`config.mk`:
```
export PLATFORM = sky130hd
export DESIGN_NAME = vend_controller
export DESIGN_NICKNAME = d
export VERILOG_FILES = /design/src/rtl/vend_pkg.sv /design/src/rtl/vend_timer.sv /design/src/rtl/vend_controller.sv
export SDC_FILE = /design/constraint.sdc
export NUM_CORES = 1
export LEC_CHECK = 0
export BUFFER_PORTS_ARGS = -buffer_cell sky130_fd_sc_hd__buf_2
export CAP_MARGIN = 30
export CELL_PAD_IN_SITES_DETAIL_PLACEMENT = 2
export CELL_PAD_IN_SITES_GLOBAL_PLACEMENT = 2
export CORE_UTILIZATION = 32
export DETAILED_ROUTE_END_ITERATION = 10
export PLACE_DENSITY = 0.87
export SLEW_MARGIN = 30
export SYNTH_ARGS = -nofsm -noshare
export SYNTH_HDL_FRONTEND = slang
export SYNTH_SLANG_ARGS = --single-unit
export TNS_END_PERCENT = 1
```
`constraint.sdc`:
```
create_clock -name clk -period 2.8 [get_ports clk]
set_input_delay 0.14 -clock clk [delete_from_list [all_inputs] [get_ports clk]]
set_output_delay 0.14 -clock clk [all_outputs]
set_load 0.01 [all_outputs]
```
`src/rtl/vend_pkg.sv`:
```
`default_nettype none
// ============================================================================
// Module  : vend_pkg
// Brief   : Shared state encoding and coin unit constants for vend_controller.
// Revision: 1.0
// ============================================================================
package vend_pkg;

    typedef logic [1:0] state_t;

    localparam state_t IDLE   = 2'd0;
    localparam state_t CREDIT = 2'd1;
    localparam state_t VEND   = 2'd2;
    localparam state_t CHANGE = 2'd3;

    localparam logic [1:0] UNIT_FIFTY  = 2'd1;
    localparam logic [1:0] UNIT_DOLLAR = 2'd2;

endpackage
`default_nettype wire

```
`src/rtl/vend_timer.sv`:
```
`default_nettype none
// ============================================================================
// Module  : vend_timer
// Brief   : Loadable down-counter; expired is high while the count is zero.
// Revision: 1.0
// ============================================================================
module vend_timer #(
    parameter int WIDTH = 10
) (
    input  logic             clk,
    input  logic             rst,
    input  logic             load,
    input  logic [WIDTH-1:0] load_val,
    input  logic             en,
    output logic             expired
);

    logic [WIDTH-1:0] r_count;

    always_ff @(posedge clk or posedge rst) begin
        if (rst) begin
            r_count <= '0;
        end else if (load) begin
            r_count <= load_val;
        end else if (en && (r_count != '0)) begin
            r_count <= r_count - WIDTH'(1);
        end
    end

    assign expired = (r_count == '0);

endmodule
`default_nettype wire

```
`src/rtl/vend_controller.sv`:
```
`default_nettype none
// ============================================================================
// Module  : vend_controller
// Brief   : Multi-item vending sequencer: credit, selection, dispense, change.
//           Define VEND_WDOG_EN to add the dispense_ack watchdog.
// Revision: 1.0
// ============================================================================
module vend_controller
    import vend_pkg::*;
#(
    parameter int NUM_ITEMS   = 4,
    parameter int CREDIT_W    = 4,
    parameter int TIMEOUT_CYC = 1000,
    parameter int WDOG_CYC    = 255
) (
    input  logic                            clk,
    input  logic                            rst,
    input  logic                            fifty,
    input  logic                            dollar,
    input  logic                            cancel,
    input  logic                            sel_valid,
    input  logic [$clog2(NUM_ITEMS)-1:0]    sel_idx,
    input  logic [NUM_ITEMS*CREDIT_W-1:0]   price_tbl,
    input  logic [NUM_ITEMS-1:0]            sold_out,
    input  logic                            dispense_ack,
    output logic [CREDIT_W-1:0]             credit,
    output logic                            insert_coin,
    output logic                            dispense_req,
    output logic [$clog2(NUM_ITEMS)-1:0]    dispense_idx,
    output logic                            coin_out,
    output logic                            coin_reject,
    output logic                            err_soldout,
    output logic                            err_funds,
    output logic                            fault
);

    localparam int IDX_W = $clog2(NUM_ITEMS);
    localparam int TMO_W = $clog2(TIMEOUT_CYC + 1);
    localparam logic [TMO_W-1:0] TMO_LOAD = TMO_W'(TIMEOUT_CYC - 1);

    state_t              r_state, w_state_next;
    logic [CREDIT_W-1:0] r_credit, w_credit_next;
    logic [IDX_W-1:0]    r_idx, w_idx_next;
    logic                r_phase, w_phase_next;
    logic                r_coin_out, r_reject, r_soldout, r_funds, r_fault;
    logic                w_coin_out, w_reject, w_soldout, w_funds, w_fault;
    logic                w_tmo_load, w_tmo_expired, w_wdog_expired;
    logic                w_coin;
    logic [2:0]          w_units;
    logic [CREDIT_W:0]   w_coin_sum;
    logic [CREDIT_W-1:0] w_sel_price, w_refund_credit;

    assign w_coin      = fifty | dollar;
    assign w_units     = {1'b0, (fifty ? UNIT_FIFTY : 2'd0)} + {1'b0, (dollar ? UNIT_DOLLAR : 2'd0)};
    // The carry bit of the sum flags an overflow past the maximum credit.
    assign w_coin_sum  = {1'b0, r_credit} + (CREDIT_W+1)'(w_units);
    assign w_sel_price = price_tbl[sel_idx*CREDIT_W +: CREDIT_W];

    vend_timer #(.WIDTH(TMO_W)) u_tmo (
        .clk      (clk),
        .rst      (rst),
        .load     (w_tmo_load),
        .load_val (TMO_LOAD),
        .en       (r_state == CREDIT),
        .expired  (w_tmo_expired)
    );

`ifdef VEND_WDOG_EN
    localparam int WDG_W = $clog2(WDOG_CYC + 1);
    localparam logic [WDG_W-1:0] WDG_LOAD = WDG_W'(WDOG_CYC - 1);

    logic                w_vend_entry;
    logic [CREDIT_W-1:0] w_vend_price;
    logic [CREDIT_W:0]   w_refund_sum;

    assign w_vend_entry    = (w_state_next == VEND) && (r_state != VEND);
    assign w_vend_price    = price_tbl[r_idx*CREDIT_W +: CREDIT_W];
    assign w_refund_sum    = {1'b0, r_credit} + {1'b0, w_vend_price};
    assign w_refund_credit = w_refund_sum[CREDIT_W] ? '1 : w_refund_sum[CREDIT_W-1:0];

    vend_timer #(.WIDTH(WDG_W)) u_wdog (
        .clk      (clk),
        .rst      (rst),
        .load     (w_vend_entry),
        .load_val (WDG_LOAD),
        .en       (r_state == VEND),
        .expired  (w_wdog_expired)
    );
`else
    assign w_wdog_expired  = 1'b0;
    assign w_refund_credit = r_credit;
`endif

    always_ff @(posedge clk or posedge rst) begin
        if (rst) begin
            r_state    <= IDLE;
            r_credit   <= '0;
            r_idx      <= '0;
            r_phase    <= 1'b0;
            r_coin_out <= 1'b0;
            r_reject   <= 1'b0;
            r_soldout  <= 1'b0;
            r_funds    <= 1'b0;
            r_fault    <= 1'b0;
        end else begin
            r_state    <= w_state_next;
            r_credit   <= w_credit_next;
            r_idx      <= w_idx_next;
            r_phase    <= w_phase_next;
            r_coin_out <= w_coin_out;
            r_reject   <= w_reject;
            r_soldout  <= w_soldout;
            r_funds    <= w_funds;
            r_fault    <= w_fault;
        end
    end

    always_comb begin
        w_state_next  = r_state;
        w_credit_next = r_credit;
        w_idx_next    = r_idx;
        w_phase_next  = 1'b0;
        w_coin_out    = 1'b0;
        w_reject      = 1'b0;
        w_soldout     = 1'b0;
        w_funds       = 1'b0;
        w_fault       = 1'b0;
        w_tmo_load    = 1'b0;
        case (r_state)
            IDLE, CREDIT: begin
                if (w_coin) begin
                    if (w_coin_sum[CREDIT_W]) begin
                        w_reject = 1'b1;
                    end else begin
                        w_credit_next = w_coin_sum[CREDIT_W-1:0];
                        w_state_next  = CREDIT;
                        w_tmo_load    = 1'b1;
                    end
                end else if (cancel) begin
                    if (r_state == CREDIT) begin
                        w_state_next = (r_credit == '0) ? IDLE : CHANGE;
                    end
                end else if (sel_valid) begin
                    if (sold_out[sel_idx]) begin
                        w_soldout  = 1'b1;
                        w_tmo_load = 1'b1;
                    end else if (r_credit < w_sel_price) begin
                        w_funds    = 1'b1;
                        w_tmo_load = 1'b1;
                    end else begin
                        w_credit_next = r_credit - w_sel_price;
                        w_idx_next    = sel_idx;
                        w_state_next  = VEND;
                    end
                end else if ((r_state == CREDIT) && w_tmo_expired) begin
                    w_state_next = (r_credit == '0) ? IDLE : CHANGE;
                end
            end
            VEND: begin
                w_reject = w_coin;
                if (dispense_ack) begin
                    w_state_next = (r_credit == '0) ? IDLE : CHANGE;
                end else if (w_wdog_expired) begin
                    w_credit_next = w_refund_credit;
                    w_fault       = 1'b1;
                    w_state_next  = (w_refund_credit == '0) ? IDLE : CHANGE;
                end
            end
            CHANGE: begin
                // r_phase low: pay one unit; r_phase high: gap cycle.
                w_reject = w_coin;
                if (!r_phase) begin
                    if (r_credit == '0) begin
                        w_state_next = IDLE;
                    end else begin
                        w_coin_out    = 1'b1;
                        w_credit_next = r_credit - CREDIT_W'(1);
                        w_phase_next  = 1'b1;
                    end
                end else if (r_credit == '0) begin
                    w_state_next = IDLE;
                end
            end
            default: w_state_next = IDLE;
        endcase
    end

    always_comb begin
        credit       = r_credit;
        insert_coin  = (r_state == CREDIT);
        dispense_req = (r_state == VEND);
        dispense_idx = r_idx;
        coin_out     = r_coin_out;
        coin_reject  = r_reject;
        err_soldout  = r_soldout;
        err_funds    = r_funds;
        fault        = r_fault;
    end

endmodule
`default_nettype wire

```
# Word-level counts from Yosys, hierarchy flattened
# Index checks and enable logic that the tools add are counted.
# totals
regBits	22
in_bits	29
output_inout_bits	13
elab_cells	100
# op_classes
add_sub_neg	5
order_cmp	2
n_eq_ne	16
n_shift	1
mux	50
n_bitwise	6
n_reduce_logical	12
# op_table
op	count
$mux W4	8
$mux W1	24
$mux W2	12
$mux W10	2
$shiftx A16 B5 Y4	1
$ne A3 B3 Y1 const B	5
$ne A5 B5 Y1 const B	3
$logic_not A10 Y1	1
$reduce_bool A10 Y1	1
$sub A10 B1 Y10 const B	1
$ne A2 B2 Y1 const B	4
$pmux W4 S2	1
$reduce_and A8 Y1	1
$reduce_and A7 Y1	1
$pmux W2 S3	1
$reduce_and A6 Y1	1
$add A4 B3 Y5	1
$not A1 Y1	5
$eq A2 B2 Y1 const B	2
$logic_not A4 Y1	1
$lt A4 B4 Y1	1
$ne A4 B3 Y1 const B	1
$reduce_or A2 Y1	2
$sub A4 B1 Y4 const B	1
other kinds (10)	11

# Longest topological paths before layout
# Gate-level depths: netlist (run 1).
# depth
depth_word	9
mapped_depth	9
ltp_nobuf	8

# Hierarchy
# A second synthesis (run 1) with hierarchy kept.
# unflattened
hier_cells	185
area_unflattened_um2	1750.4
# by_module_without_submodules
mod	n_inst	cells_each	area_per_inst_um2	seq_area_each_um2
vend_controller	1	116	1094.8	300.3
vend_timer	1	69	655.6	250.2

# Least setup slack after synthesis (run 1)
# No wires, ideal clock.
# synth_path
path_kind	input to register
from	input port sel_idx[0]
to	register r_credit[3] (netlist: credit[3])
setup_ns	0.079
t_arrival_ns	2.518
required_time_ns	2.721
setup_slack_ns	0.203
cell_stages	9
path_buffers	1
path_cell_list	buf_6 mux4_1 ha_1 fa_1 nand2b_1 a2111oi_4 o32ai_2 a311o_1 o2bb2ai_1
# synth_between
elab_chain_cells	8
word_cells_on_any_way	14
cone_classes	add/sub: 1; order compare: 1; eq/ne: 2; shift: 1; mux: 8; reduce/logical: 1
# synth_rtl
item	line	text
from (decl)	vend_controller.sv:22	input logic [$clog2(NUM_ITEMS)-1:0] sel_idx,
$shiftx A16 B5 Y4	vend_controller.sv:57	assign w_sel_price = price_tbl[sel_idx*CREDIT_W +: CREDIT_W];
$sub A4 B4 Y4	vend_controller.sv:151	w_credit_next = r_credit - w_sel_price;
$mux W4	vend_controller.sv:147	end else if (r_credit < w_sel_price) begin
$mux W4	vend_controller.sv:144	if (sold_out[sel_idx]) begin
$mux W4	vend_controller.sv:143	end else if (sel_valid) begin
$mux W4	vend_controller.sv:139	end else if (cancel) begin
$mux W4	vend_controller.sv:131	if (w_coin) begin
$pmux W4 S2	vend_controller.sv:129	case (r_state)
to (signal assigned)	vend_controller.sv:107	r_credit <= w_credit_next;
to (decl)	vend_controller.sv:42	logic [CREDIT_W-1:0] r_credit, w_credit_next;
# Parallel ways exist; a longest one is shown, timed or not. The select of a mux whose other input is x is not followed.
# A chain may end at the register's enable or synchronous reset.

# Worst setup path in the final report (run 1)
# layout_path
from	input port sel_idx[0]
to	register r_state[0]
# layout_between
elab_chain_cells	4
word_cells_on_any_way	7
cone_classes	order compare: 1; eq/ne: 2; shift: 1; mux: 2; reduce/logical: 1
# layout_rtl
item	line	text
$shiftx A16 B5 Y4 / $bmux W1 S2 (equally long branches)	vend_controller.sv:57, vend_controller.sv:144	
$lt A4 B4 Y1 / $mux W1 (equally long branches)	vend_controller.sv:147, vend_controller.sv:144	
$ne A5 B5 Y1 (no source line)	--	
$reduce_and A7 Y1 (no source line) *	--	
to (signal assigned)	vend_controller.sv:106	r_state <= w_state_next;
to (decl)	vend_controller.sv:41	state_t r_state, w_state_next;
# Mark *: on every way between the ends. The rest lies on a longest branch, timed or not. The select of a mux whose other input is x is not followed.

==> impl_metrics.ini, run 1 <==
[run_status]
status = complete, no violations

[synth]
synth_compound_area_frac = 0.172
synth_sequential_area_ratio = 0.323
synth-seq-cells = 22
synth_ff_type = dfrtp_1
ys_warn_count = 0
post_synth_instance_area_mm2 = 0.00171
synth.top_cells.by_area = dfrtp_1 (32%), ha_1 (6.6%), mux4_1 (6.2%)
postSynthNetCount = 222
ys_async_sr_fraction = 1.00
yosys.area_share.adder = 0.0894
synth.top_cells.by_count = nor2_1 (23), dfrtp_1 (22), nand2_1 (19)
synth_top_family_by_area = simple AND/OR/NAND/NOR gates
post-synth-top-count-cell = nor2_1
most_area_hungry_cell_type_in_the_yosys_netlist = dfrtp_1
synth_enable_flop_cells = 0
multiplexer_share_of_the_synthesized_area = 0.106
area_share_of_the_leading_cell_type_in_the_synthesized_netlist = 0.323
synth.avg_cell_area_um2 = 9.38
synth_xor_area_frac = 0.0513
yosys.cell_types.count = 53
number_of_instances_in_the_synthesized_netlist = 182
synth-simple-area-share = 0.208

[global_route]
grtUsageTotal = 0.195
global_route.overflow_total = 0
use_met1 = 0.236
maximum_number_of_pins_on_one_net_before_global_route_repair = 23
grt.busiest_layer = met2
grtUsageMet2 = 0.373
groute.layer.met3.usage = 0.0201
grt_pass1_wl_um = 8270
antenna_violations_before_repair = 0
number_of_global_route_vias_before_repair = 1702

[drt]
route.detailed.wl_per_inst_um = 16.8
drt-total-wl_um = 4960
routed-via-count = 1584
detailedRoute.firstIterationViolations = 48
ant_nets = 0
drt_first_pass_iters = 4
drc = 0
via_per_inst = 5.35

[setup_path]
cpPeakStageDelay_ns = 0.57
maximum_fanout_along_the_worst_path = 4
crit_chain = buf_2 -> mux4_1 -> ha_1 -> fa_1 -> nand2b_1 -> a2111oi_0 -> a311o_2 -> o21ai_0 -> mux2_2
crit_buf_inv = 1
r2r_start = credit[0]$_DFFE_PP0P_
rr_worst_depth = 8
critical-path-slowest-cell = mux4_1
path_delay_family = multiplexers
rrSetupSlack_ns = 0.22
timing.critical_path.arrival_ns = 2.78
reg2reg_to = r_state[0]$_DFFE_PP0P_
worst-endpoint-required_ns = 2.95
worst_setup_path_start_kind = input pin
path_class = input pin to flip-flop
startpoint = sel_idx[0]
critPathCaptureType = flip-flop

[floorplanning]
io_pins = 42
start_util = 0.334
dieHeight_um = 75.0
chipWidth_um = 75.0
rows = 26
core-area_mm2 = 0.00511
die_area_mm2 = 0.00563

[sta]
hold_viol_final = 0
fin_setup_tns_ns = 0
report.final.setup_viol = 0
holdWs_ns = 0.197
time_the_final_worst_path_needs_with_i_o_delays_and_setup_ns = 2.63
fin_crit_sh = 0.938
fmax_ghz = 0.381
worst-slew-pin-transition_ns = 0.550
grt_setup_unrepaired = false
relSlewSlack = 0.629
finClkSkew_ns = 0.00213
timing_max_transition_violations_final = 0

[clock_tree]
path_clk_slew_ns = 0.09
cts_root_buf = clkbuf_8
cts_tree = done
cts_inserted_buffers = 3
cts_setup_buffers = 0
deepest_level_of_the_cts_h_tree = 1
clock_sinks = 22
clk-insertion-delay-late_ns = 0.26
cts.path.max_buffers = 2

[cells_and_area]
drive_gt1_frac = 0.292
final_nets = 267
synthToLayoutAreaGrowth_pct = 22.3
diodes = 0

[power]
total_power_uw = 1850
p_leak_uw = 0.000944
cellPowerDensity_mw_per_mm2 = 889
worst_ir_drop_vdd_mv = 0.401

[flow_run]
drv.max_cap_violation_count = 0

[hold_path]
holdCritStartpoint = sel_valid
min_delay_path_depth = 3
min_delay_worst_endpoint = err_funds$_DFF_PP0_
min-delay-path-class = input pin to flip-flop

[placed_design]
detailedPlacementHpwl_um = 3890
port_buffers = 40
routabilityCongestion = 0.756
[logic make-up after synthesis]
family / after synthesis
AO/OA/AOI/OAI: 36
XOR/XNOR: 10
adder cells (fa/ha/maj): 11
buffers and inverters: 19
flip-flops: 22
multiplexers: 10
other: 1
AND/OR/NAND/NOR: 73
[worst reg2reg max path, cell delays in order, from the launching register on]
cell	delay [ns]
dfrtp_1	0.43
inv_1	0.10
ha_1	0.24
fa_1	0.39
nand2b_1	0.24
a2111oi_0	0.49
a311o_2	0.20
o21ai_0	0.08
mux2_2	0.29
[placed cells by master, fill, tap and decap left out, types with 2 or more instances in the layout]
master,synthesis,routed
fa_1,2,2
nor4_1,2,2
inv_1,11,10
ha_1,9,9
nand2b_1,2,2
or2_2,2,2
a21oi_1,7,7
nand2_1,19,19
o21ai_0,6,6
mux2i_1,2,2
nor2b_1,3,3
a21o_1,2,2
or4_1,2,2
buf_2,0,40
mux2_2,3,3
o2bb2ai_1,2,2
dfrtp_1,22,22
xor2_1,7,7
nor3b_1,2,2
a211o_2,2,2
nand3_1,5,5
or3_1,2,2
mux4_1,4,4
clkbuf_8,0,3
buf_4,1,7
nor3_1,5,5
nor2_1,23,23
xnor2_1,3,3
[what timing repair did]
item	CTS	global route
hold buffers	0	1
hold endpoints to repair	0	22
resized for setup	0	0
setup endpoints to repair	0	0
[sequential cells by signal, summed over array words and instances, names as in the netlist]
signal and cells:
coin_out 1, coin_reject 1, credit 4, dispense_idx 2
err_funds 1, err_soldout 1, r_state 2, u_tmo.r_count 10
[power by group]
part	total, uW	switching, uW	leakage [uW]	internal [uW]
Combinational	1070	613	0.000657	456
Clock	302	111	0.0000357	191
Sequential	483	80.9	0.000252	402
Total	1850	805	0.000944	1050
[stage by stage]
| stage | util | cells | cell area [um^2] | setup slack (ns) |
|---|---|---|---|---|
| 2_1_floorplan | - | 182 | 1710 | 0.203 |
| 3_3_place_gp | 0.393 | 291 | 2010 | -0.00000733 |
| 3_5_place_dp | 0.393 | 291 | 2010 | -0.0633 |
| 4_1_cts | 0.407 | 295 | 2080 | 0.174 |
| 5_1_grt | 0.409 | 296 | 2090 | 0.0364 |
| 6_report | 0.409 | 296 | 2090 | 0.173 |
[layer usage]
metal,part of all wire,up-vias
met1,0.44,801
met5,0,-
met2,0.53,37
li1,-,742
met4,0.0077,0
met3,0.031,4
[worst max path at each step]
stage	cells after the start	to	slack [ns]
4_1_cts	9	r_state[0]$_DFFE_PP0P_	0.17
3_5_place_dp	9	r_state[0]$_DFFE_PP0P_	-0.06
6_report	9	r_state[0]$_DFFE_PP0P_	0.17
5_1_grt	9	r_state[0]$_DFFE_PP0P_	0.04
3_3_place_gp	9	r_state[0]$_DFFE_PP0P_	-0.000007
2_1_floorplan	9	credit[3]$_DFFE_PP0P_	0.20
[final cells by class]
type                            count  area [um^2]
Clock buffer                        3         41.3
Clock inverter                      1         30.0
Fill cell                         579         3020
Inverter                           11         41.3
Multi-Input combinational cell    141         1070
Sequential cell                    22          551
Tap cell                           70         87.6
Timing Repair Buffer               48          263
(Power assumes the default switching activity.)
==> inputs of run 2 (changes only) <==
- CORE_UTILIZATION: 32 -> 35
- PLACE_DENSITY: 0.87 -> 0.93
- SYNTH_HIERARCHICAL: unset -> 1
- clock period: 2.8 -> 3.3 ns (I/O delays scaled with it)
==> run 2 against run 1 <==
Core utilization grew 4.0 points. Die area shrank 6.1%. Sequential share of layout area shrank 0.56 points. Cell area grew 2.2%. Critical path type is now flip-flop to flip-flop. Cell count grew 2.0%. Routed wire length grew 15%. Synthesized cell count grew 1.6%. Register-to-register slack gained 0.18 ns. Combinational power is essentially flat. First-iteration DRC count grew 46%. Clock skew grew 0.0024 ns.
==> impl_metrics.ini, run 2 <==
[drt]
drt_first_pass_iters = 4
route.detailed.wl_per_inst_um = 18.9
routed-via-count = 1626
drc = 0
ant_nets = 0
drt-total-wl_um = 5710
via_per_inst = 5.38
detailedRoute.firstIterationViolations = 70

[sta]
finClkSkew_ns = 0.00453
worst_slack_ns = 0.396
relSlewSlack = 0.629
grt_setup_unrepaired = false
timing_max_transition_violations_final = 0
time_the_final_worst_path_needs_with_i_o_delays_and_setup_ns = 2.90
fin_setup_tns_ns = 0
fmax_ghz = 0.344
fin_crit_sh = 0.880
report.final.setup_viol = 0
hold_viol_final = 0
worst-slew-pin-transition_ns = 0.557

[clock_tree]
cts_setup_buffers = 0
cts_tree = done
deepest_level_of_the_cts_h_tree = 1
postCtsResizedCells = 0
clk-insertion-delay-late_ns = 0.28
path_clk_slew_ns = 0.10
cts_root_buf = clkbuf_8
clock_sinks = 22
cts.path.max_buffers = 2
post_cts_hold_buffer_count = 1
cts_inserted_buffers = 3

[placed_design]
routabilityCongestion = 0.751
post-place-ws_ns = 0.429
detailedPlacementHpwl_um = 4190
port_buffers = 40
placed_area_mm2 = 0.00205

[synth]
post-synth-top-count-cell = dfrtp_1
number_of_instances_in_the_synthesized_netlist = 185
yosys.cell_types.count = 56
area_share_of_the_leading_cell_type_in_the_synthesized_netlist = 0.315
synth_compound_area_frac = 0.201
synth_xor_area_frac = 0.0300
synth-simple-area-share = 0.197
synth_sequential_area_ratio = 0.315
synth_ff_type = dfrtp_1
most_area_hungry_cell_type_in_the_yosys_netlist = dfrtp_1
synth_top_family_by_area = compound AO/OA/AOI/OAI gates
synth-seq-cells = 22
synth.top_cells.by_area = dfrtp_1 (31%), mux4_1 (6.0%), ha_1 (5.7%)
ys_warn_count = 6
multiplexer_share_of_the_synthesized_area = 0.116
post_synth_instance_area_mm2 = 0.00175
ys_async_sr_fraction = 1.00
synth_enable_flop_cells = 0
synth.top_cells.by_count = dfrtp_1 (22), nand2_1 (20), inv_1 (15)
yosys.area_share.adder = 0.0801
synth.avg_cell_area_um2 = 9.46

[cells_and_area]
seq_area_um2 = 551
finish.instance_area_mm2 = 0.00213
final_common_cell = buf_2
final_cell_mix = buf_2 (40), dfrtp_1 (22), nand2_1 (20)
fillCellCount = 543
drive_gt1_frac = 0.268
footprint_of_the_multi_input_gates_mm2 = 0.00113
final_nets = 275
synthToLayoutAreaGrowth_pct = 21.8
largest_register_ffs = 10
diodes = 0
largest_register = u_tmo/r_count
utilization = 0.448

[power]
p_leak_uw = 0.000998
worst_ir_drop_vdd_mv = 0.321
cellPowerDensity_mw_per_mm2 = 906

[global_route]
number_of_global_route_vias_before_repair = 1755
global_route.overflow_total = 0
grt_pass1_wl_um = 9220
maximum_number_of_pins_on_one_net_before_global_route_repair = 14
antenna_violations_before_repair = 0
grtUsageTotal = 0.229

[hold_path]
min-delay-path-class = input pin to flip-flop

[setup_path]
critPathCaptureType = flip-flop
worst_setup_path_start_kind = flip-flop
timing.critical_path.arrival_ns = 3.07
path_class = flip-flop to flip-flop
worst-endpoint-required_ns = 3.46
maximum_fanout_along_the_worst_path = 12

[floorplanning]
chipWidth_um = 72.7
start_util = 0.368
core-area_mm2 = 0.00475
io_pins = 42
dieHeight_um = 72.7
die_area_mm2 = 0.00529
rows = 25

[flow_run]
drv.max_cap_violation_count = 0

[run_status]
status = complete, no violations
run 2: changes by cell type after synthesis, sizes merged, moves of 4 or more:
| cell | previous run | this run |
|---|---|---|
| nor2 | 23 | 10 |
| nand3 | 5 | 1 |
| nor3b | 2 | 6 |
| inv | 11 | 15 |
| xor2 | 7 | 3 |
| o21ai | 6 | 19 |
| a21oi | 7 | 11 |
run 2: layout make-up:
class,instances,share of cell area
Clock buffer,3,0.0194
Multi-Input combinational cell,149,0.532
Inverter,16,0.0282
Tap cell,67,0.0393
Clock inverter,1,0.0141
Timing Repair Buffer,44,0.109
Sequential cell,22,0.258
run 2: worst paths after layout:
kind                                       start                            to  slack, ns  cells past startpoint
min in group asynchronous                    rst  u_tmo/r_count[1]$_DFFE_PP0P_       0.44                      3
setup reg to reg           credit[0]$_DFFE_PP0P_  u_tmo/r_count[8]$_DFFE_PP0P_       0.40                     12
max in group asynchronous                    rst            coin_out$_DFF_PP0_       2.47                      3
hold reg to reg               coin_out$_DFF_PP0_            coin_out$_DFF_PP0_       0.52                      1
hold / removal                        sel_idx[1]   dispense_idx[1]$_DFFE_PP0P_       0.24                      2
setup / recovery           credit[0]$_DFFE_PP0P_  u_tmo/r_count[8]$_DFFE_PP0P_       0.40                     12
run 2: logic make-up after synthesis:
kind of cell | count (synthesis)
other | 2
adders and majority gates | 10
AOI/OAI and AO/OA | 51
and+or+nand+nor | 59
buffers and inverters | 23
DFF | 22
xor gates and xnor gates | 6
muxes | 12
run 2: worst max-delay path, cell delays in order (launching register included):
cell	delay, ns
dfrtp_1	0.45
inv_1	0.13
ha_1	0.19
inv_1	0.07
fa_1	0.40
nand3_1	0.14
nand2_1	0.09
nand2_1	0.11
clkinv_1	0.12
o21ai_0	0.17
and2_1	0.44
nor2b_1	0.13
a221o_1	0.35
run 2: per-layer routing:
layer,GRT usage,part of all wire,vias to the layer above
met5,0,0,-
met4,0.0523,0.0084,0
met2,0.399,0.50,55
met3,0.0304,0.045,4
met1,0.303,0.45,809
li1,-,-,758
run 2: through the flow:
stage / hold WS, ns / instances / power (uW)
after floorplan: 0.00518 / 194 / 1290
after global placement: 0.186 / 297 / 1550
after detailed placement: 0.206 / 297 / 1630
after CTS: 0.248 / 302 / 1930
after global routing: 0.245 / 302 / 2070
final: 0.240 / 302 / 1930
run 2: power breakdown:
part | switching (uW) | internal [uW] | leakage (uW)
Clock | 111 | 162 | 0.0000357
Combinational | 630 | 449 | 0.000689
Sequential | 187 | 392 | 0.000273
Total | 928 | 1000 | 0.000998
